--- src/rtl/rvm_instr_fetch.sv ---
// Instruction fetch/decode stage: captures a memory word on request, holds it,
// and decodes it into register addresses, immediate and instruction identifier.
module rvm_instr_fetch #(
    parameter int unsigned INSTR_W     = 6,
    parameter logic [31:0] RESET_INSTR = 32'h0000_0013
) (
    input  logic               clk,
    input  logic               resetn,
    input  logic               f_req,
    output logic               f_ack,
    output logic               f_busy,
    input  logic [31:0]        mem_rdata,
    input  logic               mem_error,
    input  logic               mem_stall,
    output logic               i_valid,
    output logic               i_illegal,
    output logic               i_fetch_err,
    output logic [4:0]         i_rs1_addr,
    output logic [4:0]         i_rs2_addr,
    output logic [4:0]         i_rd_addr,
    output logic [31:0]        i_immediate,
    output logic [INSTR_W-1:0] i_instr,
    output logic [31:0]        i_raw
);

    typedef enum logic [1:0] {ST_IDLE, ST_WAIT, ST_ACK} state_t;

    state_t      state, state_nx;
    logic [31:0] ir;

    always_ff @(posedge clk or negedge resetn) begin
        if (!resetn) state <= ST_IDLE;
        else         state <= state_nx;
    end

    always_comb begin
        state_nx = state;
        f_ack    = 1'b0;
        f_busy   = 1'b0;
        case (state)
            ST_IDLE: if (f_req) state_nx = ST_WAIT;
            ST_WAIT: begin
                f_busy = 1'b1;
                if (mem_error || !mem_stall) state_nx = ST_ACK;
            end
            ST_ACK: begin
                f_ack    = 1'b1;
                state_nx = ST_IDLE;
            end
            default: state_nx = ST_IDLE;
        endcase
    end

    // Error takes priority over stall and leaves the held word untouched.
    always_ff @(posedge clk or negedge resetn) begin
        if (!resetn) begin
            ir          <= RESET_INSTR;
            i_valid     <= 1'b0;
            i_fetch_err <= 1'b0;
        end else begin
            case (state)
                ST_IDLE: if (f_req) i_valid <= 1'b0;
                ST_WAIT: begin
                    if (mem_error) begin
                        i_fetch_err <= 1'b1;
                        i_valid     <= 1'b0;
                    end else if (!mem_stall) begin
                        ir          <= mem_rdata;
                        i_valid     <= 1'b1;
                        i_fetch_err <= 1'b0;
                    end
                end
                default: ;
            endcase
        end
    end

    logic [6:0]  opc;
    logic [2:0]  f3;
    logic [6:0]  f7;
    logic [31:0] imm_i, imm_s, imm_b, imm_u, imm_j, imm_sel;
    logic [5:0]  code;

    assign opc   = ir[6:0];
    assign f3    = ir[14:12];
    assign f7    = ir[31:25];
    assign imm_i = {{20{ir[31]}}, ir[31:20]};
    assign imm_s = {{20{ir[31]}}, ir[31:25], ir[11:7]};
    assign imm_b = {{19{ir[31]}}, ir[31], ir[7], ir[30:25], ir[11:8], 1'b0};
    assign imm_u = {ir[31:12], 12'b0};
    assign imm_j = {{11{ir[31]}}, ir[31], ir[19:12], ir[20], ir[30:21], 1'b0};

    always_comb begin
        code    = 6'd0;
        imm_sel = '0;
        case (opc)
            7'h37: begin code = 6'd1; imm_sel = imm_u; end
            7'h17: begin code = 6'd2; imm_sel = imm_u; end
            7'h6F: begin code = 6'd3; imm_sel = imm_j; end
            7'h67: begin if (f3 == 3'd0) code = 6'd4; imm_sel = imm_i; end
            7'h63: begin
                imm_sel = imm_b;
                case (f3)
                    3'd0: code = 6'd5;
                    3'd1: code = 6'd6;
                    3'd4: code = 6'd7;
                    3'd5: code = 6'd8;
                    3'd6: code = 6'd9;
                    3'd7: code = 6'd10;
                    default: code = 6'd0;
                endcase
            end
            7'h03: begin
                imm_sel = imm_i;
                case (f3)
                    3'd0: code = 6'd11;
                    3'd1: code = 6'd12;
                    3'd2: code = 6'd13;
                    3'd4: code = 6'd14;
                    3'd5: code = 6'd15;
                    default: code = 6'd0;
                endcase
            end
            7'h23: begin
                imm_sel = imm_s;
                if (f3 <= 3'd2) code = 6'd16 + {3'd0, f3};
            end
            7'h13: begin
                imm_sel = imm_i;
                case (f3)
                    3'd0: code = 6'd19;
                    3'd2: code = 6'd20;
                    3'd3: code = 6'd21;
                    3'd4: code = 6'd22;
                    3'd6: code = 6'd23;
                    3'd7: code = 6'd24;
                    3'd1: if (f7 == 7'b0000000) code = 6'd25;
                    3'd5: begin
                        if (f7 == 7'b0000000)      code = 6'd26;
                        else if (f7 == 7'b0100000) code = 6'd27;
                    end
                    default: code = 6'd0;
                endcase
            end
            7'h33: begin
                case ({f7, f3})
                    10'b0000000_000: code = 6'd28;
                    10'b0100000_000: code = 6'd29;
                    10'b0000000_001: code = 6'd30;
                    10'b0000000_010: code = 6'd31;
                    10'b0000000_011: code = 6'd32;
                    10'b0000000_100: code = 6'd33;
                    10'b0000000_101: code = 6'd34;
                    10'b0100000_101: code = 6'd35;
                    10'b0000000_110: code = 6'd36;
                    10'b0000000_111: code = 6'd37;
                    default:         code = 6'd0;
                endcase
            end
            7'h0F: if (f3 == 3'd0) code = 6'd38;
            7'h73: begin
                if (ir[31:7] == 25'h0)           code = 6'd39;
                else if (ir[31:7] == 25'h0002000) code = 6'd40;
            end
            default: code = 6'd0;
        endcase
    end

    assign i_illegal   = (code == 6'd0);
    assign i_immediate = i_illegal ? '0 : imm_sel;
    assign i_instr     = INSTR_W'(code);
    assign i_rs1_addr  = ir[19:15];
    assign i_rs2_addr  = ir[24:20];
    assign i_rd_addr   = ir[11:7];
    assign i_raw       = ir;

endmodule
--- config.mk ---
export PLATFORM = sky130hd
export DESIGN_NAME = rvm_instr_fetch
export DESIGN_NICKNAME = d
export VERILOG_FILES = /design/src/rtl/rvm_instr_fetch.sv
export SDC_FILE = /design/constraint.sdc
export NUM_CORES = 1
export LEC_CHECK = 0
export CAP_MARGIN = 20
export CORE_ASPECT_RATIO = 0.8
export CORE_UTILIZATION = 43
export CTS_CLUSTER_DIAMETER = 60
export DETAILED_ROUTE_END_ITERATION = 6
export MAX_ROUTING_LAYER = met4
export PLACE_DENSITY_LB_ADDON = 0.25
export SYNTH_ARGS = -nofsm -noshare
export SYNTH_HDL_FRONTEND = slang
export SYNTH_SLANG_ARGS = --single-unit
--- constraint.sdc ---
create_clock -name clk -period 3.2 [get_ports clk]
set_input_delay 0.48 -clock clk [delete_from_list [all_inputs] [get_ports clk]]
set_output_delay 0.48 -clock clk [all_outputs]
set_load 0.01 [all_outputs]
# Yosys cells after proc, flatten, opt, wreduce, memory -nomap -nowiden
# Index checks and enable logic that the tools add are counted.
# totals
register_bits,36
input_bits,37
out_inout_bits,90
elab_cells,84
# classes
addsub,1
magnitude_cmp,1
eq_ne,35
mux,26
bitwise_logic,2
reduce_logical,15
# op_table
cell,count
$pmux 32 s5,1
$pmux 6 s11,1
$pmux 6 s10,1
$pmux 6 s8,1
$eq 10x3->1 const B,4
$mux 32,1
$eq 7x6->1 const B,4
$eq 7x7->1 const B,4
$eq 25x14->1 const B,1
$logic_not 25->1,1
$mux 6,4
$pmux 4 s6,1
$eq 10x2->1 const B,2
$eq 10x9->1 const B,2
$pmux 4 s5,1
$mux 5,3
$eq 7x5->1 const B,2
$eq 3x3->1 const B,4
$eq 10x1->1 const B,1
$logic_not 10->1,1
$eq 7x2->1 const B,1
$eq 7x4->1 const B,1
$logic_not 7->1,1
$mux 1,7
23 further kinds,30

# Logic depth before layout (Yosys ltp)
# Gate-level depths: netlist (run 1).
# logic_depth
ltp_word,7
mapped_depth,9
depth_no_buf,6

# Worst setup path after synthesis (run 1)
# OpenSTA, ideal clock, no wires.
# synth_path
path_kind,reg2out
startpoint,reg ir[25] (netlist: i_raw[25])
endpoint,out i_immediate[10]
arrival_time_ns,2.291
required_ns,2.720
path_slack_ns,0.429
path_stages_with_launch,8
path_buffers,1
path_cell_list,dfrtp_1 > or4_4 > or3_4 > or3_4 > o21ai_4 > nor4_4 > buf_6 > a21oi_2
# synth_between
elab_chain_len,7
word_cells_on_any_way,24
classes_between,eq/ne: 11; mux: 9; reduce/logical: 4
# synth_lines
item,line_no,text
"start, declared",29,logic [31:0] ir;
"start signal, assigned",68,ir <= mem_rdata;
$eq 7x6->1,140,else if (f7 == 7'b0100000) code = 6'd27;
$mux 5,140,
$mux 5,139,if (f7 == 7'b0000000) code = 6'd26;
$pmux 6 s8,130,case (f3)
$pmux 6 s11 (*),96,case (opc)
$logic_not 6->1 (*),169,assign i_illegal = (code == 6'd0);
$mux 32 (*),170,assign i_immediate = i_illegal ? '0 : imm_sel;
"end, declared",21,"output logic [31:0] i_immediate,"
# Mark *: on every way between the ends. The rest lies on a longest branch, timed or not. The select of a mux whose other input is x is not followed.

# Final worst setup path (run 1)
# layout_path
startpoint,reg ir[25] (netlist: i_raw[25])
endpoint,out i_immediate[0]
# The elaborated chain is that of the path after synthesis.

==> flow_summary.yaml, run 1 <==
placed_design:
  pre_cts_slack_ps: -399.9
  post-dp-hpwl_mm: 8.447
  portBuffers: 126
  dp_cells: 606
  gp_congestion: 0.9124
global_routing:
  grt_antenna_before_repair: 0
  grt_max_degree: 37
  grtUsageTotal: 0.3316
  grt_pass1_vias: 3541
  grt-ovfl-total: 0
  grt_pass1_wl_mm: 18.00
clocking:
  numCtsBuffers: 5
  path_clk_slew_ps: 90
  clockBufferDepth: 2
  cts_sinks: 36
  worstSkewPairLatency_ps: 300
  htreeDepth: 2
  tritoncts: "yes"
  cts_root_buf: "clkbuf_8"
setup_path:
  startpoint: "i_raw[25]$_DFFE_PN0P_"
  ff2ff_path_depth: 4
  critPathCaptureType: "primary output"
  r2r-start: "state[1]$_DFFE_PN0P_"
  critPathKind: "flop to primary output"
  crit_buf_inv: 3
  slowest_delay_ps: 540
  crit_family: "simple AND/OR/NAND/NOR gates"
  crit_fanout: 6
  critPathArrivalTime_ps: 2870
  path_cells: "or4_4 -> or3_4 -> or3_4 -> o21ai_4 -> nor4_4 -> buf_6 -> buf_4 -> a21oi_2 -> buf_2"
  start_kind: "flop"
  cpMaxStageDelayCell: "or4_4"
  cp_common_cell: "or3_4"
  cp.required_ps: 2720
  cp.depth: 9
power:
  power_frac_seq: 0.212
  leakage_nw: 2.125
  ir_worst_vdd_mv: 0.4398
  p_sw_w: 0.001683
  p_int_w: 0.002481
  p_comb_frac: 0.687
  clockPowerShare: 0.101
  power.density_nw_per_um2: 835.8
  finalPower_w: 0.004164
  switching_share: 0.4042
cells_and_area:
  nNetsFinal: 573
  area_growth_pct: 69.59
  n_antenna_cell: 0
  drive_above_1_share: 0.4637
  instances_no_fill: 621
floorplan:
  die_w_um: 94.42
  core_um2: 6506
  die_area_um2: 7169
  num_io_pins: 127
  die_h_um: 75.93
  rows: 26
  start_util: 0.4515
routing:
  via_count: 3453
  wl_per_cell_um: 17.90
  drt_iter0_markers: 246
  drt_first_pass_iters: 5
  wirelength_mm: 11.12
  route.detailed.drc: 0
  ant_nets: 0
  drt-vias-per-instance: 5.560
min_path:
  hold_class: "input pin to asynchronous set/reset pin"
logic_synthesis:
  synth_area_per_cell_um2: 9.012
  synthFlopType: "dfrtp_1"
  ys_ff_latch: 36
  yosysSeqAreaShare: 0.3079
  synth_edf_count: 0
  synth_warnings: 0
  async_flop_share: 1.000
  syn_area_um2: 2938
  syn-instance-count: 326
  ys_types: 60
  synth_nets: 363
sta:
  fmax_mhz: 298.2
  worst_slack_ps: -153.0
  min_period_ps: 3353
  grt_setup_unrepaired: "yes"
  clock_skew_ps: 6.142
  finalCritPeriodShare: 1.048
  setup_viol_count_final: 35
  hold_viol: 0
  fin_hold_ws_ps: 293.9
  worstMarginPinSlew_ps: 868.9
  slew_headroom: 0.4207
  drv_slew: 0
outcome:
  status: "finished, violations left"
  violations: "setup timing"
flow_run:
  maxCapViolations: 0
[synthesized netlist by cell type (all sizes together), types with 4 or more instances]
library cell  count  area share
dfrtp            33        0.28
o21ai            16       0.031
buf              29       0.069
a22oi             6       0.015
mux2             31        0.12
nor4              8       0.026
nor3              7       0.012
inv               5      0.0064
nand2            20       0.026
nand3             5      0.0085
nor2b             9       0.019
or2               4      0.0085
nand4             5       0.011
clkbuf           11       0.014
nand2b            7       0.015
nor2             18       0.023
a21oi            60        0.14
[flip-flops by register name (all words and copies together) (netlist names)]
register     count
i_fetch_err      1
state            2
i_valid          1
i_raw           32
[cell type report]
type / count / area, µm²
Clock inverter: 3 / 42.54
Sequential cell: 36 / 909.6
Tap cell: 84 / 105.1
Timing Repair Buffer: 243 / 2009
Multi-Input combinational cell: 245 / 1828
Fill cell: 464 / 1524
Inverter: 5 / 18.77
Clock buffer: 5 / 68.82
[logic make-up (layout without fill, tap and decap cells)]
group,after synthesis,count (layout),synth area share
AO/OA/AOI/OAI,106,106,0.2602
XOR/XNOR,2,2,0.005964
buffers and inverters,45,256,0.08901
flip-flops,36,36,0.3079
multiplexers,33,33,0.1256
AND/OR/NAND/NOR,104,104,0.2112
[metal layers]
metal / track usage / vias to the layer above / routed length [µm]
met1: 0.4364 / 1669 / 4868
met2: 0.5290 / 151 / 5290
met5: - / - / 0
li1: - / 1614 / -
met4: 0.07538 / 0 / 163
met3: 0.05723 / 19 / 796
[power groups by stage]
stage	registers [W]	logic (W)	clock network [W]
4_1_cts	0.000876	0.00283	0.000428
6_report	0.000883	0.00286	0.000419
3_5_place_dp	0.000878	0.00277	0
2_1_floorplan	0.000971	0.00113	0
5_1_grt	0.000914	0.00305	0.000449
3_3_place_gp	0.000865	0.00275	0
[cells in the final DEF (no fill, tap or decap), types with 7 or more instances in the layout]
cell type,n
buf_2,33
buf_4,112
nand2b_1,7
nor2_1,17
clkdlybuf4s50_1,89
a21oi_1,28
nor2b_1,9
mux2_2,31
o21ai_0,13
dfrtp_1,29
nand2_1,20
a21oi_2,31
[repair_timing]
action	4_1_cts	5_1_grt
pin swaps	3	7
gates cloned	0	0
resized for setup	144	15
setup endpoints to repair	38	38
setup buffers	6	6
hold buffers	0	0
[worst paths after layout]
kind / to / slack, ps
max reg2reg: i_raw[9]$_DFFE_PN0P_ / 1460
max in group asynchronous: i_raw[12]$_DFFE_PN0P_ / 2310
min: i_raw[3]$_DFFE_PN0P_ / 290
max: i_immediate[0] / -150
min reg2reg: state[0]$_DFFE_PN0P_ / 520
min in group clk: state[0]$_DFFE_PN0P_ / 520
[through the flow]
| stage | cell area [µm²] | TNS [ps] | util |
|---|---|---|---|
| 2_1_floorplan | 2938 | 0 | - |
| 3_3_place_gp | 4940 | -6774 | 0.7592 |
| 3_5_place_dp | 4940 | -9814 | 0.7592 |
| 4_1_cts | 4952 | -3373 | 0.7612 |
| 5_1_grt | 4982 | -6709 | 0.7658 |
| 6_report | 4982 | -3482 | 0.7658 |
No activity file was read; power rests on OpenSTA's default activity.
==> inputs of run 2 (changes only) <==
MAX_ROUTING_LAYER = not set   (was met4)
==> run 2 against run 1 <==
  * The run still ends with setup timing left
  * Hold slack got worse by 10 ps
  * Clock power barely moved
  * First-iteration DRC count is 15% lower
  * Wire length is 2.0% higher
  * Via count fell by 0.52%
  * Cell count fell by 0.48%
  * Critical path depth is 1 higher
  * Core utilization increased by 0.60 points
  * Non-clock buffer count fell by 3
  * Largest power group unchanged
==> flow_summary.yaml, run 2 (synthesis gave the netlist of run 1 again) <==
sta:
  worstMarginPinSlew_ps: 857.7
  grt_setup_unrepaired: "yes"
  min_period_ps: 3356
  slew_headroom: 0.4282
  setup_viol_count_final: 33
  hold_viol: 0
  drv_slew: 0
  fmax_mhz: 298.0
  worst_slack_ps: -155.9
  finalCritPeriodShare: 1.049
  clock_skew_ps: 5.933
setup_path:
  crit_fanout: 4
  critPathCaptureType: "primary output"
  path_cells: "or4_4 -> or3_4 -> or3_4 -> o21ai_4 -> nor4_4 -> buf_6 -> buf_6 -> buf_6 -> a21oi_2 -> buf_2"
  crit_family: "simple AND/OR/NAND/NOR gates"
  start_kind: "flop"
  cp.required_ps: 2720
  critPathKind: "flop to primary output"
  cpMaxStageDelayCell: "or4_4"
  slowest_delay_ps: 540
  crit_buf_inv: 4
  cp_common_cell: "buf_6"
  critPathArrivalTime_ps: 2880
clocking:
  cts_root_buf: "clkbuf_8"
  tritoncts: "yes"
  worstSkewPairLatency_ps: 300
  cts-hold-fix-buffers: 0
  cts_sinks: 36
  htreeDepth: 2
  path_clk_slew_ps: 80
  clockBufferDepth: 2
  numCtsBuffers: 5
outcome:
  status: "finished, violations left"
  violations: "setup timing"
floorplan:
  rows: 26
  core_um2: 6506
  start_util: 0.4515
  die_h_um: 75.93
  num_io_pins: 127
  die_w_um: 94.42
  die_area_um2: 7169
power:
  p_sw_w: 0.001740
  ir_worst_vdd_mv: 0.4601
  p_int_w: 0.002494
  power_frac_seq: 0.208
  clockPowerShare: 0.099
  power.density_nw_per_um2: 843.2
  p_comb_frac: 0.692
  finalPower_w: 0.004234
  leakage_nw: 2.118
  switching_share: 0.4110
cells_and_area:
  nNetsFinal: 570
  n_antenna_cell: 0
  drive_above_1_share: 0.4625
  area_growth_pct: 70.91
  mostFrequentLayoutCells: "buf_4, clkdlybuf4s50_1, buf_2, mux2_2, dfrtp_1"
  n_fill_cell: 467
  largest_register_ff_count: 32
  final_common_cell: "buf_4"
  design_area_um2: 5021
placed_design:
  post-dp-hpwl_mm: 8.154
  portBuffers: 126
  gp_congestion: 0.8806
  placed_cell_area_um2: 4872
flow_run:
  maxCapViolations: 0
global_routing:
  grtUsageTotal: 0.3139
  grt-ovfl-total: 0
  grt_pass1_vias: 3408
  grt_pass1_wl_mm: 17.52
  grt_antenna_before_repair: 0
  grt_max_degree: 37
routing:
  wirelength_mm: 11.34
  drt_iter0_markers: 208
  ant_nets: 0
  drt-vias-per-instance: 5.558
  drt_first_pass_iters: 5
  route.detailed.drc: 0
  via_count: 3435
  wl_per_cell_um: 18.35
min_path:
  hold_class: "input pin to asynchronous set/reset pin"
## run 2: cell count changes in the layout (fill, tap and decap cells not counted), sizes merged
cell      before  now
clkbuf         7    9
clkinvlp       1    0
buf          151  147
## run 2: worst register-to-register path, stage by stage, from the launching register on
cell,delay [ps]
dfrtp_1,420
nand2b_1,230
nor3_2,130
buf_4,430
mux2_2,420
## run 2: final cells by class
type                    count  area (µm²)  share of cell area
inverters                   5       18.77            0.003738
flip-flops and latches     36       908.4              0.1809
clock inverters             2       35.03            0.006977
well taps                  84       105.1             0.02093
multi-input cells         245        1886              0.3755
repair buffers            240        1996              0.3975
clock buffers               6       72.57             0.01445
## run 2: power by group through the flow
stage | registers (W) | logic, W | clock network (W)
6_report | 0.000882 | 0.00293 | 0.000421
5_1_grt | 0.000902 | 0.00310 | 0.000440
4_1_cts | 0.000877 | 0.00277 | 0.000419
3_5_place_dp | 0.000883 | 0.00271 | 0
3_3_place_gp | 0.000878 | 0.00268 | 0
2_1_floorplan | 0.000971 | 0.00113 | 0
## run 2: final timing paths
| path | startpoint | cells past startpoint | slack (ps) | end |
|---|---|---|---|---|
| max in group asynchronous | resetn | 1 | 2310 | i_raw[12]$_DFFE_PN0P_ |
| setup / recovery | i_raw[25]$_DFFE_PN0P_ | 10 | -160 | i_immediate[30] |
| min in group clk | state[1]$_DFFE_PN0P_ | 1 | 500 | state[0]$_DFFE_PN0P_ |
| hold / removal | resetn | 1 | 280 | i_fetch_err$_DFFE_PN0P_ |
| hold reg to reg | state[1]$_DFFE_PN0P_ | 1 | 500 | state[0]$_DFFE_PN0P_ |
| setup reg to reg | state[1]$_DFFE_PN0P_ | 4 | 1470 | i_raw[22]$_DFFE_PN0P_ |
## run 2: what timing repair did
action / in CTS / in global routing
gates resized for setup: 146 / 19
pin swaps: 4 / 2
setup buffers: 5 / 8
endpoints found under the setup margin: 36 / 37
hold endpoints to repair: 0 / 0
## run 2: metal layers
layer | global-route usage | part of all wire | up-vias
li1 | - | - | 1601
met1 | 0.4342 | 0.46 | 1680
met2 | 0.5152 | 0.47 | 142
met3 | 0.04920 | 0.055 | 12
met4 | 0.06154 | 0.0093 | 0
met5 | 0 | 0 | -
## run 2: per-stage QoR
step	utilization	std cells	TNS, ps	setup WS (ps)	hold slack [ps]
3_5_place_dp	0.7488	597	-9321	-373.7	478.6
6_report	0.7717	618	-1599	-155.9	283.5
5_1_grt	0.7717	618	-3955	-207.7	347.3
2_1_floorplan	-	326	0	428.6	184.4
3_3_place_gp	0.7488	597	-10470	-392.8	474.1
4_1_cts	0.7515	610	-3380	-166.2	320.6
